[config.mk]
export PLATFORM = sky130hd
export DESIGN_NAME = sram_bus_ctrl
export DESIGN_NICKNAME = d
export VERILOG_FILES = /design/src/rtl/sram_bus_ctrl_pkg.sv /design/src/rtl/sram_bus_ctrl_access_seq.sv /design/src/rtl/sram_bus_ctrl.sv
export SDC_FILE = /design/constraint.sdc
export NUM_CORES = 1
export LEC_CHECK = 0
export ABC_AREA = 1
export BUFFER_PORTS_ARGS = -buffer_cell sky130_fd_sc_hd__buf_2
export CORE_ASPECT_RATIO = 0.75
export CORE_MARGIN = 1
export CORE_UTILIZATION = 51
export CTS_CLUSTER_DIAMETER = 120
export DETAILED_ROUTE_END_ITERATION = 16
export PLACE_DENSITY = 0.89
export SYNTH_ARGS = -nofsm -noshare
export SYNTH_HDL_FRONTEND = slang
export SYNTH_SLANG_ARGS = --single-unit
export TNS_END_PERCENT = 1
[constraint.sdc]
create_clock -name clk -period 2.54 [get_ports clk]
set_input_delay 0.127 -clock clk [delete_from_list [all_inputs] [get_ports clk]]
set_output_delay 0.127 -clock clk [all_outputs]
set_load 0.05 [all_outputs]
[src/rtl/sram_bus_ctrl_pkg.sv]
// Shared types and constants for the SRAM bus controller and its access sequencer.
package sram_bus_ctrl_pkg;

  localparam int REG_W = 32;
  localparam int BE_W  = 4;

  typedef enum logic [1:0] {
    SRAM_IDLE = 2'd0,
    SRAM_DATA = 2'd1,
    SRAM_INST = 2'd2,
    SRAM_HOLD = 2'd3
  } sram_state_e;

  localparam logic [BE_W-1:0] BE_NONE = 4'b1111;
  localparam logic [BE_W-1:0] BE_ALL  = 4'b0000;

  typedef struct packed {
    logic            ce_n;
    logic            oe_n;
    logic            we_n;
    logic [BE_W-1:0] be_n;
    logic            data_oe;
  } sram_strobe_t;

  localparam sram_strobe_t STROBE_IDLE = '{
    ce_n:    1'b1,
    oe_n:    1'b1,
    we_n:    1'b1,
    be_n:    BE_NONE,
    data_oe: 1'b0
  };

endpackage

[src/rtl/sram_bus_ctrl_access_seq.sv]
// Wait-state counter and strobe generator for a single SRAM access.
// start_i is held high for every cycle of the access; done_o marks its last cycle.
module sram_access_seq
  import sram_bus_ctrl_pkg::*;
#(
  parameter int WAIT_STATES = 2
) (
  input  logic            clk,
  input  logic            rst,
  input  logic            start_i,
  input  logic            we_i,
  input  logic [BE_W-1:0] sel_i,
  output sram_strobe_t    strobe_o,
  output logic            capture_o,
  output logic            done_o
);

  localparam int CNT_W = (WAIT_STATES < 4) ? 2 : $clog2(WAIT_STATES + 1);
  localparam logic [CNT_W-1:0] CNT_LAST = CNT_W'(WAIT_STATES);

  logic [CNT_W-1:0] cnt_q;
  logic [CNT_W-1:0] cnt_d;
  logic             last_cycle;
  logic             mid_cycle;

  assign last_cycle = (cnt_q == CNT_LAST);
  // Write pulse leaves one cycle of address/data setup before it and one of hold after it.
  assign mid_cycle  = (cnt_q != '0) && !last_cycle;
  assign done_o     = start_i && last_cycle;
  assign capture_o  = done_o && !we_i;

  // Counter advances only during an access and rewinds on its last cycle.
  always_comb begin
    cnt_d = cnt_q;
    if (!start_i || last_cycle) begin
      cnt_d = '0;
    end else begin
      cnt_d = cnt_q + CNT_W'(1);
    end
  end

  // Counter register.
  always_ff @(posedge clk) begin
    if (rst) begin
      cnt_q <= '0;
    end else begin
      cnt_q <= cnt_d;
    end
  end

  // Strobe decode for the current access cycle.
  always_comb begin
    strobe_o = STROBE_IDLE;
    if (start_i) begin
      strobe_o.ce_n = 1'b0;
      if (we_i) begin
        strobe_o.be_n    = ~sel_i;
        strobe_o.data_oe = 1'b1;
        strobe_o.we_n    = !mid_cycle;
      end else begin
        strobe_o.oe_n = 1'b0;
        strobe_o.be_n = BE_ALL;
      end
    end else begin
      strobe_o = STROBE_IDLE;
    end
  end

endmodule

[src/rtl/sram_bus_ctrl.sv]
// Serves the core's instruction and data ports from one asynchronous SRAM,
// data port first, stalling the pipeline until both accesses of a cycle finish.
module sram_bus_ctrl
  import sram_bus_ctrl_pkg::*;
#(
  parameter int WAIT_STATES = 2,
  parameter int ADDR_W      = 20
) (
  input  logic              clk,
  input  logic              rst,
  input  logic              rom_ce_i,
  input  logic [REG_W-1:0]  rom_addr_i,
  output logic [REG_W-1:0]  rom_data_o,
  input  logic              ram_ce_i,
  input  logic              ram_we_i,
  input  logic [BE_W-1:0]   ram_sel_i,
  input  logic [REG_W-1:0]  ram_addr_i,
  input  logic [REG_W-1:0]  ram_data_i,
  output logic [REG_W-1:0]  ram_data_o,
  output logic              stallreq_o,
  output logic [ADDR_W-1:0] sram_addr_o,
  output logic [REG_W-1:0]  sram_data_o,
  output logic              sram_data_oe_o,
  input  logic [REG_W-1:0]  sram_data_i,
  output logic              sram_ce_n_o,
  output logic              sram_oe_n_o,
  output logic              sram_we_n_o,
  output logic [BE_W-1:0]   sram_be_n_o
);

  sram_state_e       state_q;
  sram_state_e       state_d;
  logic [ADDR_W-1:0] ram_addr_q;
  logic [ADDR_W-1:0] ram_addr_d;
  logic [ADDR_W-1:0] rom_addr_q;
  logic [ADDR_W-1:0] rom_addr_d;
  logic              ram_we_q;
  logic              ram_we_d;
  logic [BE_W-1:0]   ram_sel_q;
  logic [BE_W-1:0]   ram_sel_d;
  logic [REG_W-1:0]  ram_wdata_q;
  logic [REG_W-1:0]  ram_wdata_d;
  logic [REG_W-1:0]  rom_data_q;
  logic [REG_W-1:0]  rom_data_d;
  logic [REG_W-1:0]  ram_data_q;
  logic [REG_W-1:0]  ram_data_d;

  logic              in_idle;
  logic              in_data;
  logic              in_inst;
  logic              any_req;
  logic              acc_run;
  logic              acc_we;
  logic              acc_capture;
  logic              acc_done;
  sram_strobe_t      acc_strobe;
  logic              unused_addr_bits;

  assign in_idle = (state_q == SRAM_IDLE);
  assign in_data = (state_q == SRAM_DATA);
  assign in_inst = (state_q == SRAM_INST);
  assign any_req = ram_ce_i || rom_ce_i;
  assign acc_run = in_data || in_inst;
  assign acc_we  = in_data && ram_we_q;

  // Byte-offset and above-window address bits are intentionally dropped.
  assign unused_addr_bits = ^{rom_addr_i[REG_W-1:ADDR_W+2], rom_addr_i[1:0],
                              ram_addr_i[REG_W-1:ADDR_W+2], ram_addr_i[1:0]};

  sram_access_seq #(
    .WAIT_STATES(WAIT_STATES)
  ) u_access_seq (
    .clk       (clk),
    .rst       (rst),
    .start_i   (acc_run),
    .we_i      (acc_we),
    .sel_i     (ram_sel_q),
    .strobe_o  (acc_strobe),
    .capture_o (acc_capture),
    .done_o    (acc_done)
  );

  // Next-state: data access first, then an instruction fetch if one is pending.
  always_comb begin
    state_d = state_q;
    case (state_q)
      SRAM_IDLE: begin
        if (ram_ce_i) begin
          state_d = SRAM_DATA;
        end else if (rom_ce_i) begin
          state_d = SRAM_INST;
        end else begin
          state_d = SRAM_IDLE;
        end
      end
      SRAM_DATA: begin
        if (acc_done) begin
          state_d = rom_ce_i ? SRAM_INST : SRAM_HOLD;
        end else begin
          state_d = SRAM_DATA;
        end
      end
      SRAM_INST: begin
        if (acc_done) begin
          state_d = SRAM_HOLD;
        end else begin
          state_d = SRAM_INST;
        end
      end
      SRAM_HOLD: state_d = SRAM_IDLE;
      default:   state_d = SRAM_IDLE;
    endcase
  end

  // Requests are sampled only when leaving IDLE; later input changes are ignored.
  always_comb begin
    ram_addr_d  = ram_addr_q;
    ram_we_d    = ram_we_q;
    ram_sel_d   = ram_sel_q;
    ram_wdata_d = ram_wdata_q;
    rom_addr_d  = rom_addr_q;
    if (in_idle && ram_ce_i) begin
      ram_addr_d  = ram_addr_i[ADDR_W+1:2];
      ram_we_d    = ram_we_i;
      ram_sel_d   = ram_sel_i;
      ram_wdata_d = ram_data_i;
    end else begin
      ram_addr_d  = ram_addr_q;
    end
    if (in_idle && any_req) begin
      rom_addr_d = rom_addr_i[ADDR_W+1:2];
    end else begin
      rom_addr_d = rom_addr_q;
    end
  end

  // Read-data capture on the last cycle of a read; each port keeps its last word.
  always_comb begin
    rom_data_d = rom_data_q;
    ram_data_d = ram_data_q;
    if (acc_capture && in_inst) begin
      rom_data_d = sram_data_i;
    end else if (acc_capture && in_data) begin
      ram_data_d = sram_data_i;
    end else begin
      rom_data_d = rom_data_q;
    end
  end

  // State and datapath registers.
  always_ff @(posedge clk) begin
    if (rst) begin
      state_q     <= SRAM_IDLE;
      ram_addr_q  <= '0;
      ram_we_q    <= 1'b0;
      ram_sel_q   <= '0;
      ram_wdata_q <= '0;
      rom_addr_q  <= '0;
      rom_data_q  <= '0;
      ram_data_q  <= '0;
    end else begin
      state_q     <= state_d;
      ram_addr_q  <= ram_addr_d;
      ram_we_q    <= ram_we_d;
      ram_sel_q   <= ram_sel_d;
      ram_wdata_q <= ram_wdata_d;
      rom_addr_q  <= rom_addr_d;
      rom_data_q  <= rom_data_d;
      ram_data_q  <= ram_data_d;
    end
  end

  // SRAM address follows whichever port owns the current access.
  always_comb begin
    case (state_q)
      SRAM_DATA: sram_addr_o = ram_addr_q;
      SRAM_INST: sram_addr_o = rom_addr_q;
      default:   sram_addr_o = '0;
    endcase
  end

  assign sram_data_o    = acc_we ? ram_wdata_q : '0;
  assign sram_data_oe_o = acc_strobe.data_oe;
  assign sram_ce_n_o    = acc_strobe.ce_n;
  assign sram_oe_n_o    = acc_strobe.oe_n;
  assign sram_we_n_o    = acc_strobe.we_n;
  assign sram_be_n_o    = acc_strobe.be_n;

  assign rom_data_o = rom_data_q;
  assign ram_data_o = ram_data_q;
  // HOLD drops the stall for one cycle so the pipeline advances.
  assign stallreq_o = (in_idle && any_req) || acc_run;

endmodule

==> results of run 1 <==
-- repair_timing --
item,4_1_cts,5_1_grt
hold buffers,54,0
setup endpoints to repair,0,0
hold endpoints to repair,53,0
resized for setup,0,0
-- routing by layer --
layer,wire [um],share of wire,up-vias
met5,0,0,-
met4,696,0.038,0
met3,1560,0.086,70
li1,-,-,3240
met2,8650,0.48,353
met1,7180,0.40,2958
-- per-stage QoR --
stage                     instances  setup slack [ps]  instance area [um^2]
after floorplan                 871               233                  6000
after global placement         1222               712                  7270
after detailed placement       1222               617                  7270
after CTS                      1307               291                  8430
after global routing           1307               214                  8430
final                          1307               323                  8430
-- worst max-delay path, delay by kind of cell, from the launching register on --
| family | cells | cell delay, ps |
|---|---|---|
| flops | 1 | 310 |
| buf+inv | 3 | 690 |
| fa+ha+maj | 1 | 200 |
| simple gates | 2 | 480 |
-- cells in the final DEF (no fill, tap or decap), types with 6 or more instances in the layout --
cell type	instances
sky130_fd_sc_hd__clkbuf_16	17
sky130_fd_sc_hd__ha_1	6
sky130_fd_sc_hd__nand2_1	114
sky130_fd_sc_hd__nand3_1	67
sky130_fd_sc_hd__inv_1	74
sky130_fd_sc_hd__buf_2	237
sky130_fd_sc_hd__dlygate4sd3_1	54
sky130_fd_sc_hd__a21oi_1	54
sky130_fd_sc_hd__nor2_1	257
sky130_fd_sc_hd__dfxtp_1	145
sky130_fd_sc_hd__o21ai_0	83
sky130_fd_sc_hd__buf_4	15
-- cells in the mapped netlist, types with 2 or more instances --
| library cell | count | area, um^2 |
|---|---|---|
| sky130_fd_sc_hd__nor2_1 | 257 | 965 |
| sky130_fd_sc_hd__dfxtp_1 | 145 | 2900 |
| sky130_fd_sc_hd__nand2_1 | 114 | 428 |
| sky130_fd_sc_hd__o21ai_0 | 83 | 415 |
| sky130_fd_sc_hd__inv_1 | 75 | 282 |
| sky130_fd_sc_hd__nand3_1 | 67 | 335 |
| sky130_fd_sc_hd__a21oi_1 | 54 | 270 |
| sky130_fd_sc_hd__clkbuf_1 | 32 | 120 |
| sky130_fd_sc_hd__buf_2 | 19 | 95.1 |
| sky130_fd_sc_hd__ha_1 | 6 | 75.1 |
| sky130_fd_sc_hd__buf_1 | 5 | 18.8 |
| sky130_fd_sc_hd__buf_4 | 4 | 30.0 |
| sky130_fd_sc_hd__nor2_2 | 4 | 25.0 |
| sky130_fd_sc_hd__inv_2 | 3 | 11.3 |
| sky130_fd_sc_hd__nand2_2 | 2 | 12.5 |
-- final cells by class --
cell class / count / area, um^2 / share of cell area
Sequential cell: 145 / 2900 / 0.344
Multi-Input combinational cell: 588 / 2540 / 0.301
Timing Repair Buffer: 308 / 1880 / 0.223
Clock buffer: 19 / 443 / 0.0525
Inverter: 78 / 294 / 0.0349
Tap cell: 157 / 196 / 0.0233
Clock inverter: 12 / 181 / 0.0215
-- registers in the layout (all words and copies together), names as in the netlist --
register / flops
ram_data_o: 32
u_access_seq.cnt_q: 2
ram_addr_q: 20
rom_addr_q: 20
ram_we_q: 1
state_q: 2
rom_data_o: 32
ram_wdata_q: 32
ram_sel_q: 4
-- path summary, 6_finish.rpt --
check,slack [ps],to,from
max reg2reg,590,ram_wdata_q[16],state_q[0]
min reg2reg,440,u_access_seq.cnt_q[0],u_access_seq.cnt_q[0]
min,9,ram_wdata_q[31],ram_data_i[31]
max,320,sram_data_o[8],state_q[1]
-- report_power, final --
part           internal, W  switching, W
Sequential         0.00241     0.0000560
Combinational     0.000296      0.000581
Clock              0.00167      0.000959
-- cells by family (layout without fill, tap and decap cells) --
kind of cell	after synthesis	in the layout	synth area share
DFF	145	145	0.484
and+or+nand+nor	445	445	0.296
buffers and inverters	138	417	0.0928
adders and majority gates	6	6	0.0125
AOI/OAI and AO/OA	137	137	0.114
==> summary.md, run 1 <==
* **Slowest-stage cell, CP** sky130_fd_sc_hd__nand2_2
* **yosys synthesis warning count** 0
* **Net Count, Synth** 1014
* **number of ports placed on the die boundary** 262
* **final-report hold violation count** 0
* **max_cap viols** 0
* **routed length per instance** 13.8 um
* **CTS Sinks** 145
* **residual DRC count** 0
* **worst endpoint required time** 2410 ps
* **clock latency reported for the late side of the worst-skew pair** 410 ps
* **type of destination of the critical path** output pin
* **Critical Path Max Stage Delay** 350 ps
* **drt pass-1 iters** 5
* **GRT overflow** 0
* **Power Density** 709 nW/um^2
* **Total Wirelength** 18100 um
* **number of distinct standard cells referenced by the synthesized netlist** 16
* **Min-Delay Path Depth** 3
* **slew of the pin with the lowest slew margin** 571 ps
* **share of async-settable or async-resettable flops after synthesis** 0
* **horizontal die dimension** 127 um
* **via count of the first global-routing pass** 6174
* **number of buffer cells added on primary ports** 237
* **cells along the critical path** inv_1, ha_1, nand2_2, buf_12, nor2_1, buf_2
* **global placement routability congestion** 0.811
* **kind of critical path** register to output pin
* **count of fill cells added during filler insertion** 832
* **number of antenna violations at the first check in global routing** 0
* **final sum of negative setup slack** 0 ps
* **effective utilization at floorplan** 0.536
* **Worst slew margin** 0.618
* **Hold WS** 9.32 ps
* **Area Overhead vs Synth** 40.6%
* **TritonCTS clock tree** built
* **antenna fix cells** 0
* **GRT busiest layer** met2
* **antenna violation net count after detailed routing** 0
* **most instantiated flip-flop cell in the synthesis netlist** sky130_fd_sc_hd__dfxtp_1
* **class of the tightest hold or removal check** input pin to register
* **Max Clock Freq** 451 MHz
* **drt via density** 5.07
* **Synth Instances** 871
* **result of the run** finished, final reports clean
* **largest net degree at the start of global routing** 80
* **total count of max-transition violations in the final report** 0
* **clock tree buffer depth** 2
* **worst r2r path cells** 7
* **leakage** 4.10 nW
* **wire length of the first global-routing pass** 28700 um
* **overall power consumption** 0.00598 W
* **synthesized area per cell** 6.89 um^2
* **floorplan die area** 12200 um^2
* **Final Cycle Share** 0.873
* **site row count** 33
* **setup skew after layout** 12.7 ps
* **Post-CTS Setup Inserts** 0
* **layout cells sized above 1** 0.257
* **iteration-0 DRC count of the detailed router** 480
* **kind of launch point of the worst setup path** register
* **number of vias after detailed routing** 6621
* **met1 Track Usage GR** 0.345
* **number of buffers created by CTS** 17
* **final core area utilization** 0.754
* **area of the placeable core** 11200 um^2
* **Root Driver** sky130_fd_sc_hd__clkbuf_16
* **Post-synth EDFFs** 0
* **register area share after synthesis** 0.484
* **RSZ-0062 raised after global routing** no
* **H-tree depth** 4
* **CP max FO** 27
* **clock-pin slew on the worst setup and hold paths** 60 ps
* **grt met2 use** 0.509
* **data arrival time of the worst path** 2090 ps
* **Final #Nets** 1281
* **IR drop worst, VDD** 0.000423 V
* **final worst path period need** 2220 ps
* **GR Layer Usage met3** 0.0850
* **die outline height** 95.9 um
* **cell area after technology mapping** 6000 um^2
* **GRT Util Overall** 0.299
* **total setup violations reported at the end of the flow** 0
* **hpwl dp** 11200 um
* **number of register bits inferred by synthesis** 145
Note: power is estimated with default switching activity, not from simulation.
==> run 2: changes to the inputs <==
--- a/config.mk
+++ b/config.mk
@@ -13,6 +13,7 @@
 export CTS_CLUSTER_DIAMETER = 120
 export DETAILED_ROUTE_END_ITERATION = 16
 export PLACE_DENSITY = 0.89
+export REMOVE_ABC_BUFFERS = 1
 export SYNTH_ARGS = -nofsm -noshare
 export SYNTH_HDL_FRONTEND = slang
 export SYNTH_SLANG_ARGS = --single-unit
==> run 2 against run 1 <==
Compared with the run above: count of clock-buffer cells in the layout is 1 higher; first-iteration DRC count is 19% lower; sequential share of layout area is 0.097 points higher; clock power is 2% lower; via count is 0.44% lower; combinational power hardly changed; total power is 1.0% lower; non-clock buffer count is 3 lower; global-route usage is 0.89 points lower; critical endpoint is now sram_addr_o[18]; largest cell class unchanged.
==> summary.md, run 2 (synthesized netlist as in run 1, its figures left out) <==
* **result of the run** finished, final reports clean
* **relative contribution of combinational cells to total power** 0.149
* **Placed Area** 7260 um^2
* **kind of critical path** register to output pin
* **leakage** 4.09 nW
* **clock-pin slew on the worst setup and hold paths** 60 ps
* **CP max FO** 16
* **antenna violation net count after detailed routing** 0
* **count of fill cells added during filler insertion** 851
* **number of vias after detailed routing** 6592
* **layout cells sized above 1** 0.259
* **GRT Util Overall** 0.290
* **Final #Nets** 1278
* **CTS Sinks** 145
* **largest net degree at the start of global routing** 119
* **setup skew after layout** 13.6 ps
* **RSZ-0062 raised after global routing** no
* **sequential fraction of design power** 0.418
* **GRT overflow** 0
* **slew of the pin with the lowest slew margin** 497 ps
* **P_sw** 0.00160 W
* **residual DRC count** 0
* **Max Clock Freq** 422 MHz
* **area occupied by registers** 2900 um^2
* **clock latency reported for the late side of the worst-skew pair** 410 ps
* **Area Overhead vs Synth** 40.2%
* **global placement routability congestion** 0.834
* **total setup violations reported at the end of the flow** 0
* **leading cell type in the layout, fill and taps excluded** sky130_fd_sc_hd__nor2_1
* **iteration-0 DRC count of the detailed router** 388
* **final worst path period need** 2370 ps
* **sw frac** 0.270
* **Root Driver** sky130_fd_sc_hd__clkbuf_16
* **max_cap viols** 0
* **most frequent cells in the layout** 257 x sky130_fd_sc_hd__nor2_1, 237 x sky130_fd_sc_hd__buf_2, 145 x sky130_fd_sc_hd__dfxtp_1
* **total count of max-transition violations in the final report** 0
* **kind of launch point of the worst setup path** register
* **combined area of the multi-input logic cells** 2540 um^2
* **effective utilization at floorplan** 0.536
* **via count of the first global-routing pass** 6093
* **number of buffer cells added on primary ports** 237
* **data arrival time of the worst path** 2240 ps
* **class of the tightest hold or removal check** input pin to register
* **die outline height** 95.9 um
* **number of buffers created by CTS** 17
* **site row count** 33
* **area of the placeable core** 11200 um^2
* **routed length per instance** 13.6 um
* **overall power consumption** 0.00591 W
* **Final Cycle Share** 0.933
* **Internal Pwr Total** 0.00432 W
* **worst endpoint required time** 2410 ps
* **antenna fix cells** 0
* **power share of the clock group** 0.434
* **final cell area excluding filler cells** 8410 um^2
* **IR drop worst, VDD** 0.000456 V
* **Power Density** 703 nW/um^2
* **number of antenna violations at the first check in global routing** 0
* **Worst slew margin** 0.669
* **hpwl dp** 10600 um
* **TritonCTS clock tree** built
* **type of destination of the critical path** output pin
* **number of ports placed on the die boundary** 262
* **floorplan die area** 12200 um^2
* **final-report hold violation count** 0
* **wire length of the first global-routing pass** 28000 um
* **Total Wirelength** 17800 um
* **drt via density** 5.05
* **H-tree depth** 4
* **drt pass-1 iters** 6
* **horizontal die dimension** 127 um
* **clock tree buffer depth** 2
==> run 2: power groups by stage <==
| stage | sequential (W) | combinational (W) | clock (W) |
|---|---|---|---|
| floorplan | 0.00251 | 0.000513 | 0 |
| global placement | 0.00251 | 0.000765 | 0 |
| detailed placement | 0.00252 | 0.000779 | 0 |
| CTS | 0.00247 | 0.000846 | 0.00259 |
| global route | 0.00248 | 0.000961 | 0.00270 |
| finish | 0.00247 | 0.000878 | 0.00257 |
==> run 2: layout make-up <==
class,instances,share of cell area
Sequential cell,145,0.345
Multi-Input combinational cell,588,0.302
Timing Repair Buffer,305,0.221
Clock buffer,20,0.0543
Inverter,78,0.0354
Tap cell,157,0.0234
Clock inverter,12,0.0187
==> run 2: repair_timing <==
item | 4_1_cts | 5_1_grt
buffers inserted | 0 | 3
endpoints found under the setup margin | 0 | 6
hold buffers | 51 | 0
gates resized for setup | 0 | 1
endpoints found under the hold margin | 51 | 0
==> run 2: metrics by stage <==
stage,hold WS [ps],setup slack (ps),TNS [ps],cells,utilization
2_1_floorplan,196,-594,-3240,811,-
3_3_place_gp,333,561,0,1219,0.649
3_5_place_dp,335,516,0,1219,0.649
4_1_cts,1.51,79.6,0,1302,0.749
5_1_grt,14.2,41.0,0,1305,0.752
6_report,12.6,171,0,1305,0.752
==> run 2: worst paths after layout <==
path	start	endpoint	slack (ps)	depth (start not counted)
max	state_q[0]	sram_addr_o[18]	170	7
min	ram_data_i[14]	ram_wdata_q[14]	10	3
max reg2reg	state_q[0]	ram_data_o[17]	670	8
min reg2reg	u_access_seq.cnt_q[0]	u_access_seq.cnt_q[0]	410	1
==> run 2: critical path, cell delays in order (launching register included) <==
cell	delay [ps]
sky130_fd_sc_hd__dfxtp_1	330
sky130_fd_sc_hd__inv_1	70
sky130_fd_sc_hd__ha_1	470
sky130_fd_sc_hd__clkinvlp_4	130
sky130_fd_sc_hd__buf_4	210
sky130_fd_sc_hd__buf_4	170
sky130_fd_sc_hd__a21oi_1	160
sky130_fd_sc_hd__buf_2	290
==> run 2: routing by layer <==
metal	GRT usage	wire (um)	part of all wire
met1	0.331	7090	0.40
met4	0.126	564	0.032
met2	0.516	8670	0.49
met3	0.0800	1460	0.082
met5	0	0	0
